### src/rtl/frame_averager_pkg.sv
// Shared types and defaults for the multi-frame averager.
// Holds the FSM state type and the accumulator width rule.
package frame_averager_pkg;

    localparam int FA_W_DEF      = 12;
    localparam int FA_FRAMES_DEF = 10;
    localparam int FA_POINTS_DEF = 10;

    typedef enum logic [2:0] {
        FA_IDLE  = 3'd0,
        FA_SUM   = 3'd1,
        FA_DIV   = 3'd2,
        FA_STORE = 3'd3,
        FA_DONE  = 3'd4
    } fa_state_t;

    // Wide enough for FRAMES full-scale samples plus the rounding preload.
    function automatic int fa_sum_w(input int w, input int frames);
        return w + $clog2(frames + 1);
    endfunction

endpackage

### src/rtl/seq_divider.sv
// Unsigned restoring divider, one quotient bit per clock, N iterations per division.
// `last` is high during the clock whose edge retires the final quotient bit.
module seq_divider #(
    parameter int N  = 16,
    parameter int QW = N
) (
    input  logic          clk,
    input  logic          rst,
    input  logic          start,
    input  logic          flush,
    input  logic [N-1:0]  dividend,
    input  logic [N-1:0]  divisor,
    output logic [QW-1:0] quotient,
    output logic          last
);

    localparam int CW = (N > 1) ? $clog2(N) : 1;
    localparam logic [CW-1:0] CNT_LOAD = CW'(N - 1);

    logic          run_q, run_d;
    logic [CW-1:0] cnt_q, cnt_d;
    logic [N-1:0]  rem_q, rem_d;
    logic [N-1:0]  quo_q, quo_d;
    logic [N-1:0]  div_q, div_d;
    logic [N:0]    rem_sh;
    logic          ge;

    always_comb begin
        rem_sh = {rem_q, quo_q[N-1]};
        ge     = (rem_sh >= {1'b0, div_q});
        run_d  = run_q;
        cnt_d  = cnt_q;
        rem_d  = rem_q;
        quo_d  = quo_q;
        div_d  = div_q;
        if (flush) begin
            run_d = 1'b0;
        end else if (start) begin
            run_d = 1'b1;
            cnt_d = CNT_LOAD;
            rem_d = '0;
            quo_d = dividend;
            div_d = divisor;
        end else if (run_q) begin
            // Quotient bits shift in from the bottom as dividend bits leave the top.
            rem_d = ge ? N'(rem_sh - {1'b0, div_q}) : rem_sh[N-1:0];
            quo_d = {quo_q[N-2:0], ge};
            cnt_d = cnt_q - CW'(1);
            if (cnt_q == '0) begin
                run_d = 1'b0;
            end
        end
    end

    always_ff @(posedge clk or posedge rst) begin
        if (rst) begin
            run_q <= 1'b0;
            cnt_q <= '0;
            rem_q <= '0;
            quo_q <= '0;
            div_q <= '0;
        end else begin
            run_q <= run_d;
            cnt_q <= cnt_d;
            rem_q <= rem_d;
            quo_q <= quo_d;
            div_q <= div_d;
        end
    end

    assign last     = run_q && (cnt_q == '0);
    assign quotient = quo_q[QW-1:0];

endmodule

### src/rtl/frame_averager.sv
// Per-point mean over FRAMES stored frames, one point at a time, result slots indexed by point.
// Define FRAME_AVERAGER_ROUND_EN for round-half-up instead of a truncating mean.
//
// state    | meaning
// ---------+-----------------------------------------------------------
// FA_IDLE  | waiting for start; outputs hold last results
// FA_SUM   | accumulating sample (f,p), one frame per clock
// FA_DIV   | sequential divide of the point sum by FRAMES
// FA_STORE | write quotient into slot p, advance to next point or finish
// FA_DONE  | done pulse visible, returning to idle
module frame_averager
    import frame_averager_pkg::*;
#(
    parameter int W      = FA_W_DEF,
    parameter int FRAMES = FA_FRAMES_DEF,
    parameter int POINTS = FA_POINTS_DEF
) (
    input  logic                         clk,
    input  logic                         rst,
    input  logic                         start,
    input  logic                         abort,
    input  logic [FRAMES*POINTS*W-1:0]   storage,
    output logic                         busy,
    output logic                         done,
    output logic [$clog2(POINTS+1)-1:0]  cnt_ratio,
    output logic [POINTS*W-1:0]          ratio,
    output logic [W-1:0]                 quotient
);

    localparam int SUM_W = fa_sum_w(W, FRAMES);
    localparam int FW    = (FRAMES > 1) ? $clog2(FRAMES) : 1;
    localparam int PW    = $clog2(POINTS + 1);

    localparam logic [FW-1:0]    F_LAST  = FW'(FRAMES - 1);
    localparam logic [PW-1:0]    P_LAST  = PW'(POINTS - 1);
    localparam logic [SUM_W-1:0] DIVISOR = SUM_W'(FRAMES);

`ifdef FRAME_AVERAGER_ROUND_EN
    localparam logic [SUM_W-1:0] ACC_INIT = SUM_W'(FRAMES / 2);
`else
    localparam logic [SUM_W-1:0] ACC_INIT = '0;
`endif

    fa_state_t         state_q, state_d;
    logic [FW-1:0]     f_q, f_d;
    logic [PW-1:0]     p_q, p_d;
    logic [SUM_W-1:0]  acc_q, acc_d;
    logic              busy_q, busy_d;
    logic              done_q, done_d;
    logic [POINTS*W-1:0] ratio_q, ratio_d;
    logic [W-1:0]      quot_q, quot_d;

    logic [W-1:0]      sample;
    logic [SUM_W-1:0]  sum_next;
    logic              div_start;
    logic              div_last;
    logic [W-1:0]      div_quot;

    seq_divider #(
        .N  (SUM_W),
        .QW (W)
    ) u_div (
        .clk      (clk),
        .rst      (rst),
        .start    (div_start),
        .flush    (abort),
        .dividend (sum_next),
        .divisor  (DIVISOR),
        .quotient (div_quot),
        .last     (div_last)
    );

    always_comb begin
        sample    = storage[(int'(f_q) * POINTS + int'(p_q)) * W +: W];
        sum_next  = acc_q + SUM_W'(sample);
        state_d   = state_q;
        f_d       = f_q;
        p_d       = p_q;
        acc_d     = acc_q;
        busy_d    = busy_q;
        done_d    = 1'b0;
        ratio_d   = ratio_q;
        quot_d    = quot_q;
        div_start = 1'b0;

        // Abort beats everything, including a start seen in the same cycle.
        if (abort) begin
            state_d = FA_IDLE;
            busy_d  = 1'b0;
        end else begin
            unique case (state_q)
                FA_IDLE: begin
                    if (start) begin
                        state_d = FA_SUM;
                        f_d     = '0;
                        p_d     = '0;
                        acc_d   = ACC_INIT;
                        busy_d  = 1'b1;
                    end
                end
                FA_SUM: begin
                    acc_d = sum_next;
                    f_d   = f_q + FW'(1);
                    if (f_q == F_LAST) begin
                        state_d   = FA_DIV;
                        div_start = 1'b1;
                    end
                end
                FA_DIV: begin
                    if (div_last) begin
                        state_d = FA_STORE;
                    end
                end
                FA_STORE: begin
                    ratio_d[int'(p_q) * W +: W] = div_quot;
                    quot_d = div_quot;
                    if (p_q == P_LAST) begin
                        state_d = FA_DONE;
                        busy_d  = 1'b0;
                        done_d  = 1'b1;
                    end else begin
                        state_d = FA_SUM;
                        p_d     = p_q + PW'(1);
                        f_d     = '0;
                        acc_d   = ACC_INIT;
                    end
                end
                FA_DONE: begin
                    state_d = FA_IDLE;
                end
                default: begin
                    state_d = FA_IDLE;
                    busy_d  = 1'b0;
                end
            endcase
        end
    end

    always_ff @(posedge clk or posedge rst) begin
        if (rst) begin
            state_q <= FA_IDLE;
            f_q     <= '0;
            p_q     <= '0;
            acc_q   <= '0;
            busy_q  <= 1'b0;
            done_q  <= 1'b0;
            ratio_q <= '0;
            quot_q  <= '0;
        end else begin
            state_q <= state_d;
            f_q     <= f_d;
            p_q     <= p_d;
            acc_q   <= acc_d;
            busy_q  <= busy_d;
            done_q  <= done_d;
            ratio_q <= ratio_d;
            quot_q  <= quot_d;
        end
    end

    assign busy      = busy_q;
    assign done      = done_q;
    assign cnt_ratio = p_q;
    assign ratio     = ratio_q;
    assign quotient  = quot_q;

endmodule

### config.mk
export PLATFORM = sky130hd
export DESIGN_NAME = frame_averager
export DESIGN_NICKNAME = d
export VERILOG_FILES = /design/src/rtl/frame_averager_pkg.sv /design/src/rtl/seq_divider.sv /design/src/rtl/frame_averager.sv
export SDC_FILE = /design/constraint.sdc
export NUM_CORES = 1
export LEC_CHECK = 0
export CORE_AREA = 2 2 528 530
export CTS_CLUSTER_SIZE = 40
export DETAILED_ROUTE_END_ITERATION = 10
export DIE_AREA = 0 0 530 532
export HOLD_SLACK_MARGIN = 0.02
export PLACE_DENSITY_LB_ADDON = 0.1
export RECOVER_POWER = 100
export SYNTH_ARGS = -nofsm -noshare
export SYNTH_HDL_FRONTEND = slang
export SYNTH_SLANG_ARGS = --single-unit
### constraint.sdc
create_clock -name clk -period 7.21 [get_ports clk]
set_input_delay 1.0815 -clock clk [delete_from_list [all_inputs] [get_ports clk]]
set_output_delay 1.0815 -clock clk [all_outputs]
set_load 0.01 [all_outputs]
==> out/metrics.csv, run 1 <==
stage,metric,value,unit
outcome,status,"finished, violations left",
outcome,failing checks,"capacitance limit, slew limit",
power,combinational share of power,0.769,
detailed_routing,post-DR vias/cell,3.42,
sta,Fin Hold WS,471,ps
power,Clk pwr share,0.101,
sta,max_slew headroom,-2.24,
placed_design,DP Wirelength,209,mm
synthesis,Mapped Cells,1960,
global_routing,Total GRT Usage,0.162,
global_routing,first-pass GRT wire length,295,mm
power,Int Power,4.98,mW
clocking,clock buffer depth,2,
sta,Finish-stage setup viols,0,
global_routing,initial antenna violation count,174,
sta,final worst path period share,0.905,
synthesis,Post-synth EDFFs,0,
clocking,CTS tree,done,
power,maximum vdd drop,198,µV
finish,"most common cell after layout, fill and taps aside",clkdlybuf4s50_1,
placed_design,IO buf count,1341,
detailed_routing,vias post-DR,23900,
global_routing,largest net degree at the start of global routing,89,
power,pwr/cell area,273,nW/µm²
clocking,hold buffers post-CTS,0,
clocking,TritonCTS Buffers,17,
synthesis,Avg Synthesized Cell Area,10.8,µm²
sta,Setup Skew,20.3,ps
die,chip height,532,µm
worst_setup_path,CP Buf/Inv Count,4,
die,io pins,1342,
placed_design,Routability Congestion,0.838,
global_routing,total congestion overflow,0,
detailed_routing,DRT Pass-1 Iters,7,
worst_setup_path,Critical Path RT,7630,ps
clocking,# resized after CTS,0,
finish,nets,4472,
die,Core Region,276000,µm²
detailed_routing,Post-DRT Antenna Nets,0,
sta,final worst slack,684,ps
sta,RSZ-0062 raised after global routing,no,
worst_setup_path,"most used cell, CP",clkbuf_1,
synthesis,Synth Flop Type,dfrtp_1,
synthesis,YS warnings,0,
worst_setup_path,CP Launch Type,flop,
finish,most frequent cells in the layout,"clkdlybuf4s50_1, mux4_2, nand2_1",
clocking,htree depth,4,
worst_setup_path,flop-to-flop setup slack,680,ps
worst_setup_path,Worst path slowest cell,clkbuf_1,
detailed_routing,DRT Wirelength,235,mm
clocking,clock sink count,199,
synthesis,Post-Syn Area,21200,µm²
sta,Max Freq,153,MHz
worst_setup_path,worst-path cell chain,"buf_4, clkbuf_1, nor3b_1, nand2_1, nor2_1, ha_1, inv_1, or3_1, nor3_1, clkbuf_1, nor3b_2, mux2_2",
clocking,clk slew on worst S/H paths,90,ps
die,die area,282000,µm²
power,Sw Pwr,5.89,mW
synthesis,Seq cells post-synth,199,
detailed_routing,drt drc,0,
worst_setup_path,WS Path Type,reg2reg,
power,Total Power,10.9,mW
detailed_routing,Wirelength per Cell,33.7,µm
worst_hold_path,worst hold path class,reg2reg,
synthesis,register area share after synthesis,0.235,
placed_design,pre-CTS WS,411,ps
finish,layout cells sized above 1,0.180,
synthesis,"Async S/R FF share, synth",1.00,
die,initial core utilization,0.0767,
worst_setup_path,Worst Path Arrival,6950,ps
synthesis,"Net Count, Synth",3201,
worst_setup_path,Worst setup EP type,flop,
sta,final setup TNS,0,ps
synthesis,Synth cell types,86,
sta,slew at the pin closest to its max-slew limit,4860,ps
finish,Area Overhead vs Synth,88.4,%
power,Sw Ratio,0.542,
clocking,clk_lat worst skew,530,ps
worst_setup_path,max incr delay on CP,1690,ps
placed_design,Placed Cells,6917,
flow_run,Max Cap Violations,5,
detailed_routing,Starting DRT DRC Count,1295,
sta,final hold vios,0,
sta,min Tclk post-route,6530,ps
finish,Post-Layout Cell Count,6981,
power,Pleak,14.5,nW
global_routing,number of global-route vias before repair,25700,
clocking,Setup Buffers After CTS,0,
power,register share of total power,0.130,
die,Chip Width,530,µm
clocking,CTS root buf,clkbuf_16,
worst_setup_path,CP top delay family,buffers and inverters,
die,# rows,193,
worst_setup_path,Max Fanout on Critical Path,37,
sta,Max Slew Vio Count,242,
==> state kept, by name (all words and copies together) (netlist names) <==
| signal | flops |
|---|---|
| u_div.run_q | 1 |
| quotient | 12 |
| u_div.cnt_q | 4 |
| u_div.rem_q | 16 |
| state_q | 3 |
| ratio | 120 |
| u_div.div_q | 1 |
| u_div.quo_q | 16 |
| f_q | 4 |
| done | 1 |
| busy | 1 |
| cnt_ratio | 4 |
| acc_q | 16 |
==> worst paths after layout <==
kind                              startpoint            to  cells past startpoint
worst min register to register  quotient[10]  quotient[10]                      2
min in group asynchronous                rst     ratio[15]                      2
max in group asynchronous                rst   quotient[7]                      3
worst max-delay path            cnt_ratio[0]     ratio[62]                     12
worst max register to register  cnt_ratio[0]     ratio[62]                     12
worst min-delay path            quotient[10]  quotient[10]                      2
==> synthesized netlist by cell type, types with 9 or more instances <==
| cell type | n | area, µm² |
|---|---|---|
| mux4_2 | 310 | 6980 |
| nand2_1 | 256 | 961 |
| dfrtp_1 | 199 | 4980 |
| nor2_1 | 123 | 462 |
| mux2_2 | 119 | 1340 |
| a21oi_1 | 111 | 556 |
| clkbuf_1 | 90 | 338 |
| mux2i_1 | 70 | 701 |
| o21ai_0 | 54 | 270 |
| and3_1 | 53 | 332 |
| nor3_1 | 45 | 225 |
| nand3_1 | 42 | 210 |
| buf_2 | 38 | 190 |
| ha_1 | 33 | 413 |
| o22ai_1 | 33 | 206 |
| buf_4 | 30 | 225 |
| inv_1 | 25 | 93.8 |
| a31oi_1 | 23 | 144 |
| xnor2_1 | 19 | 166 |
| o32ai_1 | 14 | 123 |
| xor2_1 | 14 | 123 |
| and2_1 | 13 | 81.3 |
| nor2b_1 | 12 | 75.1 |
| a21o_1 | 11 | 82.6 |
| o211ai_1 | 11 | 82.6 |
| o21a_1 | 11 | 82.6 |
| o41ai_1 | 11 | 96.3 |
| a22o_1 | 9 | 78.8 |
| nand2b_1 | 9 | 56.3 |
| o21ai_1 | 9 | 45.0 |
==> cell families (layout without fill, tap and decap cells) <==
group           count (synthesis)  count (layout)  synth area share
simple gates                  611             611             0.136
fa+ha+maj                      37              37            0.0233
other cells                     0              32                 0
compound gates                379             379             0.118
buf+inv                       199            1483            0.0453
flops                         199             199             0.235
mux                           499             499             0.426
xor+xnor                       36              36            0.0165
==> area by class of cell <==
| class | count | area [µm²] |
|---|---|---|
| Antenna cell | 32 | 80.1 |
| Clock buffer | 17 | 425 |
| Clock inverter | 15 | 188 |
| Fill cell | 31300 | 236000 |
| Inverter | 26 | 101 |
| Multi-Input combinational cell | 1562 | 15300 |
| Sequential cell | 199 | 4980 |
| Tap cell | 3705 | 4640 |
| Timing Repair Buffer | 1425 | 14100 |
==> through the flow <==
| step | utilization | cell area (µm²) |
|---|---|---|
| after floorplan | - | 21200 |
| after global placement | 0.142 | 39300 |
| after detailed placement | 0.142 | 39300 |
| after CTS | 0.145 | 39900 |
| after global routing | 0.144 | 39800 |
| final | 0.145 | 39900 |
==> power by group through the flow <==
stage / Sequential, mW / Combinational [mW] / Clock [mW]
after global routing: 1.44 / 9.00 / 1.19
final: 1.41 / 8.36 / 1.10
after global placement: 1.45 / 8.79 / 0
after floorplan: 1.35 / 4.38 / 0
after detailed placement: 1.44 / 8.73 / 0
after CTS: 1.42 / 8.77 / 1.16
==> per-layer routing <==
layer	global-route usage	vias to the layer above	share of wire
li1	-	10300	-
met1	0.188	12200	0.39
met2	0.289	960	0.51
met3	0.0640	261	0.092
met4	0.0127	102	0.0093
met5	0	-	0.0026
==> worst register-to-register path, stage by stage, from the launching register on <==
cell and delay [ps]:
dfrtp_4 630, buf_4 440, clkbuf_1 1720, nor3b_1 530
nand2_1 200, nor2_1 60, ha_1 410, inv_1 170
or3_1 480, nor3_1 220, clkbuf_1 670, nor3b_2 530
mux2_2 380
No activity file was read; power rests on OpenSTA's default activity.
==> run 2: changes to the inputs <==
Settings changed: SLEW_MARGIN set to 20.
==> run 2 against run 1 <==
  * The run still ends with capacitance limit, slew limit left
  * First-iteration DRC count is 4.6% higher
  * Global-route usage barely moved
  * Register-to-register slack better by 40 ps
  * Non-clock buffer count did not move
  * Clock skew grew 9.3 ps
  * Flip-flop and latch count is the same
  * Fmax up 0.54%
  * Critical path depth increased by 2
  * Largest power group unchanged
  * Count of clock-buffer cells in the layout unchanged
  * Sequential power hardly changed
  * Clock power barely moved
==> out/metrics.csv, run 2 (same netlist as run 1, synthesis figures left out) <==
stage,metric,value,unit,change
sta,final worst slack,719,ps,+35.2 ps
global_routing,Total GRT Usage,0.162,,about the same
die,Core Region,276000,µm²,unchanged
sta,max_slew headroom,-2.15,,+0.0929
worst_setup_path,Max Fanout on Critical Path,48,,+30%
finish,Area Overhead vs Synth,88.4,%,about the same
outcome,failing checks,"capacitance limit, slew limit",,
outcome,status,"finished, violations left",,
sta,final worst path period share,0.900,,-0.00489
sta,Fin Hold WS,484,ps,+13.0 ps
finish,post-route design area,39900,µm²,about the same
clocking,clock sink count,199,,unchanged
detailed_routing,DRT Wirelength,235,mm,about the same
detailed_routing,Post-DRT Antenna Nets,0,,unchanged
sta,Finish-stage setup viols,0,,unchanged
global_routing,largest net degree at the start of global routing,89,,unchanged
clocking,CTS tree,done,,
global_routing,total congestion overflow,0,,unchanged
global_routing,number of global-route vias before repair,25600,,-0.25%
global_routing,first-pass GRT wire length,295,mm,-0.11%
detailed_routing,Starting DRT DRC Count,1355,,+4.6%
worst_setup_path,Critical Path RT,7630,ps,about the same
placed_design,DP Wirelength,210,mm,about the same
placed_design,pre-CTS WS,592,ps,+181 ps
detailed_routing,Wirelength per Cell,33.7,µm,about the same
placed_design,Routability Congestion,0.838,,unchanged
detailed_routing,post-DR vias/cell,3.43,,+0.20%
clocking,clk_lat worst skew,530,ps,about the same
worst_hold_path,worst hold path class,reg2reg,,
sta,min Tclk post-route,6490,ps,-35.2 ps
worst_setup_path,Worst Path Arrival,6910,ps,-40 ps
detailed_routing,drt drc,0,,unchanged
worst_setup_path,CP Launch Type,flop,,
sta,Setup Skew,29.5,ps,+9.28 ps
finish,nets,4472,,unchanged
sta,final hold vios,0,,unchanged
power,maximum vdd drop,198,µV,-0.19%
sta,Max Freq,154,MHz,+0.54%
worst_setup_path,Worst setup EP type,flop,,
die,Chip Width,530,µm,unchanged
global_routing,initial antenna violation count,173,,-0.57%
clocking,Setup Buffers After CTS,0,,unchanged
clocking,# resized after CTS,0,,unchanged
clocking,htree depth,4,,unchanged
clocking,hold buffers post-CTS,0,,unchanged
die,chip height,532,µm,unchanged
clocking,TritonCTS Buffers,17,,unchanged
sta,Max Slew Vio Count,242,,unchanged
die,initial core utilization,0.0767,,unchanged
finish,max FFs per register,120,,unchanged
die,# rows,193,,unchanged
finish,layout cells sized above 1,0.181,,+0.000617
detailed_routing,vias post-DR,23900,,+0.21%
finish,"most common cell after layout, fill and taps aside",clkdlybuf4s50_1,,
power,Total Power,10.8,mW,-0.19%
power,pwr/cell area,272,nW/µm²,-0.19%
sta,final setup TNS,0,ps,unchanged
detailed_routing,DRT Pass-1 Iters,5,,-2
worst_setup_path,WS Path Type,reg2reg,,
flow_run,Max Cap Violations,5,,unchanged
clocking,clock buffer depth,2,,unchanged
die,die area,282000,µm²,unchanged
placed_design,Post-DP Area,39300,µm²,about the same
power,Pleak,14.5,nW,about the same
die,io pins,1342,,unchanged
clocking,CTS root buf,clkbuf_16,,
sta,slew at the pin closest to its max-slew limit,4720,ps,-139 ps
sta,RSZ-0062 raised after global routing,no,,
clocking,clk slew on worst S/H paths,90,ps,about the same
finish,most frequent cells in the layout,"clkdlybuf4s50_1, mux4_2, nand2_1",,
placed_design,IO buf count,1341,,unchanged
run 2: changes by cell type in the layout (fill, tap and decap cells not counted), sizes merged:
cell,before,now
diode,32,33
run 2: worst paths after layout:
path | startpoint | endpoint | slack, ps | cells past startpoint
max in group asynchronous | rst | quotient[4] | 1740 | 3
worst min register to register | quotient[4] | quotient[4] | 480 | 2
worst min-delay path | quotient[4] | quotient[4] | 480 | 2
worst max register to register | cnt_ratio[1] | u_div.quo_q[13] | 720 | 14
min in group asynchronous | rst | ratio[15] | 2360 | 2
worst max-delay path | cnt_ratio[1] | u_div.quo_q[13] | 720 | 14
run 2: area by class of cell:
cell class / instances / area (µm²)
fill: 31200 / 236000
antenna: 33 / 82.6
clock buffer: 17 / 425
sequential: 199 / 4980
timing repair buffer: 1425 / 14100
tap: 3705 / 4640
multi-input combinational: 1562 / 15300
inverter: 26 / 101
clock inverter: 15 / 183
run 2: power by group:
part	internal (mW)	total, mW	switching, mW
registers	1.24	1.41	0.173
logic	3.26	8.36	5.10
clock network	0.476	1.08	0.600
run 2: stage by stage:
| step | util | cells |
|---|---|---|
| floorplan | - | 1960 |
| global placement | 0.142 | 6917 |
| detailed placement | 0.142 | 6917 |
| CTS | 0.145 | 6949 |
| global route | 0.144 | 6952 |
| finish | 0.145 | 6982 |
run 2: routing by layer:
metal | vias up | share of wire | track usage
met3 | 255 | 0.087 | 0.0616
met1 | 12300 | 0.40 | 0.189
met5 | - | 0.0027 | 0
li1 | 10300 | - | -
met4 | 108 | 0.0067 | 0.0100
met2 | 990 | 0.51 | 0.291
run 2: critical path, stage by stage, from the launching register on:
cell and delay (ps):
dfrtp_1 500, ha_4 220, fa_4 1360, inv_4 530
mux2i_1 440, a21oi_1 170, o32ai_1 690, o41ai_1 240
and3_1 300, ha_1 350, a211oi_1 240, o211ai_1 270
a21oi_1 480, a22oi_1 170, a31o_2 270
==> run 3: changes to the inputs <==
Settings changed: PLACE_DENSITY set to 0.3, PLACE_DENSITY_LB_ADDON 0.1 to unset, SYNTH_HIERARCHICAL set to 1.
==> run 3 against run 2 <==
  * The run still ends with capacitance limit, slew limit left
  * First-iteration DRC count grew 0.52%
  * Area after synthesis grew 2.6%
  * Die area is the same
  * Sequential power shrank 9.9%
  * Power shrank 46%
  * Cell count grew 1.7%
  * Global-route usage shrank 1.3 points
  * Clock skew grew 33 ps
  * Critical path type unchanged
  * Critical endpoint is now u_div/quo_q[14]
==> out/metrics.csv, run 3 <==
stage,metric,value,unit,change
outcome,status,"finished, violations left",,
outcome,failing checks,"capacitance limit, slew limit",,
clocking,CTS root buf,clkbuf_16,,
clocking,CTS tree,done,,
synthesis,Post-Synth XOR/XNOR Area,0.0188,,+0.00228
detailed_routing,drt drc,0,,unchanged
synthesis,Avg Synthesized Cell Area,10.9,µm²,+0.99%
global_routing,largest net degree at the start of global routing,77,,-13%
sta,Max Slew Vio Count,220,,-9.1%
clocking,clk_lat worst skew,640,ps,+110 ps
detailed_routing,vias post-DR,24200,,+1.1%
global_routing,first-pass GRT wire length,277,mm,-6.2%
synthesis,Mapped Cells,1992,,+1.6%
worst_setup_path,Worst setup EP type,flop,,
sta,slew at the pin closest to its max-slew limit,3410,ps,-1310 ps
synthesis,mux cell area share after synthesis,0.416,,-0.0105
finish,nets,4570,,+2.2%
sta,RSZ-0062 raised after global routing,no,,
die,io pins,1342,,unchanged
synthesis,top post-synthesis cells by area,"mux4_2, dfrtp_1, mux2_2",,
flow_run,Max Cap Violations,4,,-1
power,maximum vdd drop,178,µV,-10%
worst_setup_path,Worst Path Arrival,7130,ps,+220 ps
sta,min Tclk post-route,6710,ps,+222 ps
clocking,clock buffer depth,3,,+1
global_routing,initial antenna violation count,116,,-33%
synthesis,Synth top area share,0.322,,-0.00744
global_routing,number of global-route vias before repair,25400,,-0.70%
finish,max FFs per register,120,,unchanged
die,die area,282000,µm²,unchanged
die,chip height,532,µm,unchanged
power,pwr/cell area,142,nW/µm²,-48%
finish,Area Overhead vs Synth,90.1,%,
worst_setup_path,worst-path cell chain,"ha_1, ha_1, fa_1, and3b_1, or3_2, o22ai_1, nor2_1, o22ai_1, and3_1, ha_1, nor2b_1, o31a_1, o41a_1, o31a_1, o41a_1, nand3_1, xnor2_1, a22oi_1, o21ai_0",,
sta,Setup Skew,62.2,ps,+32.7 ps
synthesis,"Async S/R FF share, synth",1.00,,unchanged
placed_design,Routability Congestion,0.903,,+7.7%
finish,"most common cell after layout, fill and taps aside",clkdlybuf4s50_1,,
die,Chip Width,530,µm,unchanged
worst_setup_path,Max Fanout on Critical Path,23,,-52%
synthesis,Compound-Gate Fraction of Synth Area,0.128,,+0.00994
sta,Finish-stage setup viols,0,,unchanged
sta,final worst path period share,0.931,,+0.0308
global_routing,total congestion overflow,0,,unchanged
worst_setup_path,max incr delay on CP,870,ps,-490 ps
worst_setup_path,Worst path slowest cell,or3_2,,
die,initial core utilization,0.0788,,+0.00202
clocking,hold buffers post-CTS,0,,unchanged
clocking,TritonCTS Buffers,30,,+13
synthesis,Synth area leader,mux4_2,,
detailed_routing,DRT Wirelength,219,mm,-6.7%
die,# rows,193,,unchanged
finish,post-route design area,41300,µm²,+3.6%
clocking,clock sink count,214,,+7.5%
clocking,clk slew on worst S/H paths,70,ps,-20 ps
synthesis,Seq cells post-synth,214,,+7.5%
synthesis,adder-cell share of the synthesized area,0.0311,,+0.00781
synthesis,register area share after synthesis,0.247,,+0.0112
placed_design,IO buf count,1341,,unchanged
detailed_routing,Starting DRT DRC Count,1362,,+0.52%
synthesis,top post-synthesis cells by count,"mux4_2, nand2_1, dfrtp_1",,
synthesis,most frequent cell after synthesis,mux4_2,,
worst_setup_path,CP Buf/Inv Count,0,,-1
detailed_routing,post-DR vias/cell,3.41,,-0.59%
sta,max_slew headroom,-1.29,,+0.859
synthesis,YS warnings,6,,+6
sta,final setup TNS,0,ps,unchanged
detailed_routing,Wirelength per Cell,30.9,µm,-8.3%
synthesis,largest family of logic cells by synthesized area,multiplexers,,
worst_hold_path,worst hold path class,reg2reg,,
synthesis,Post-synth EDFFs,0,,unchanged
placed_design,Post-DP Area,40100,µm²,+2.2%
worst_setup_path,Critical Path RT,7620,ps,about the same
placed_design,DP Wirelength,194,mm,-7.3%
detailed_routing,DRT Pass-1 Iters,7,,+2
synthesis,Post-Syn Area,21700,µm²,+2.6%
worst_setup_path,WS Path Type,reg2reg,,
finish,most frequent cells in the layout,"clkdlybuf4s50_1, mux4_2, nand2_1",,
sta,Max Freq,149,MHz,-3.3%
die,Core Region,276000,µm²,unchanged
detailed_routing,Post-DRT Antenna Nets,0,,unchanged
sta,final hold vios,0,,unchanged
finish,layout cells sized above 1,0.186,,+0.00570
clocking,htree depth,1,,-3
worst_setup_path,CP top delay family,compound AO/OA/AOI/OAI gates,,
synthesis,Synth Flop Type,dfrtp_1,,
worst_setup_path,"most used cell, CP",ha_1,,
global_routing,Total GRT Usage,0.149,,-0.0132
power,Pleak,15.1,nW,+4.0%
sta,Fin Hold WS,478,ps,-5.99 ps
synthesis,simple-gate share of the synthesized area,0.114,,-0.0217
finish,fillers,31000,,-0.74%
synthesis,Synth cell types,81,,-5.8%
worst_setup_path,CP Launch Type,flop,,
==> run 3: cell count changes in the layout (fill, tap and decap cells not counted), moves of 15 or more <==
cell	change
nand2_1	+17
o21ai_0	+53
nor2_1	-38
dfrtp_1	+15
a21oi_1	-59
buf_4	+20
a22oi_1	+19
o22ai_1	+25
diode_2	+27
and3_1	-20
conb_1	+16
nor3_1	-15
==> run 3: through the flow <==
step	total power [mW]	worst slack, ps	cells	utilization
floorplan	2.52	1780	2006	-
global placement	4.45	32.3	6986	0.146
detailed placement	4.44	75.0	6986	0.146
CTS	6.08	32.3	7041	0.149
global route	6.21	186	7059	0.149
finish	5.88	497	7103	0.150
==> run 3: layout make-up <==
type	count	area, µm²	area share
clock inverter	14	166	0.00403
sequential	214	5360	0.130
clock buffer	41	862	0.0209
timing repair buffer	1453	14400	0.348
inverter	40	154	0.00373
antenna	60	150	0.00364
tap	3705	4640	0.112
multi-input combinational	1576	15600	0.378
==> run 3: cell families after synthesis <==
| logic type | count (synthesis) |
|---|---|
| xor+xnor | 44 |
| mux | 499 |
| buf+inv | 216 |
| compound gates | 417 |
| flops | 214 |
| simple gates | 549 |
| fa+ha+maj | 51 |
| other cells | 2 |
==> run 3: path summary, 6_finish.rpt <==
kind                       slack [ps]               to  cells after the start    startpoint
max reg2reg                       500  u_div/quo_q[14]                     19        f_q[1]
min reg2reg                       480     quotient[11]                      2  quotient[11]
min                               480     quotient[11]                      2  quotient[11]
max in group asynchronous        1410        ratio[19]                      3           rst
min in group asynchronous        2120      quotient[3]                      2           rst
max                               500  u_div/quo_q[14]                     19        f_q[1]
==> run 3: routing by layer <==
layer / track usage / share of wire / up-vias / wire [µm]
li1: - / - / 10500 / -
met1: 0.171 / 0.38 / 12200 / 82600
met2: 0.274 / 0.52 / 1161 / 114000
met3: 0.0413 / 0.084 / 223 / 18400
met4: 0.0265 / 0.018 / 40 / 3940
met5: 0 / 0.0012 / - / 260
==> run 3: worst reg2reg max path, cell delays in order, from the launching register on <==
cell and delay (ps):
dfrtp_1 470, ha_1 330, ha_1 220, fa_1 690, and3b_1 240, or3_2 870
o22ai_1 690, nor2_1 140, o22ai_1 430, and3_1 250, ha_1 260, nor2b_1 160
o31a_1 280, o41a_1 350, o31a_1 260, o41a_1 420, nand3_1 140, xnor2_1 70
a22oi_1 180, o21ai_0 100
==> run 3: repair_timing <==
action / 4_1_cts / 5_1_grt
setup buffers: 0 / 1
gates resized for setup: 0 / 2
setup endpoints to repair: 0 / 3
endpoints found under the hold margin: 0 / 0
==> run 3: power by group <==
part           total, mW  switching (mW)  internal [mW]
Clock               1.56           0.652          0.912
Combinational       3.05            1.64           1.41
Sequential          1.27          0.0323           1.23
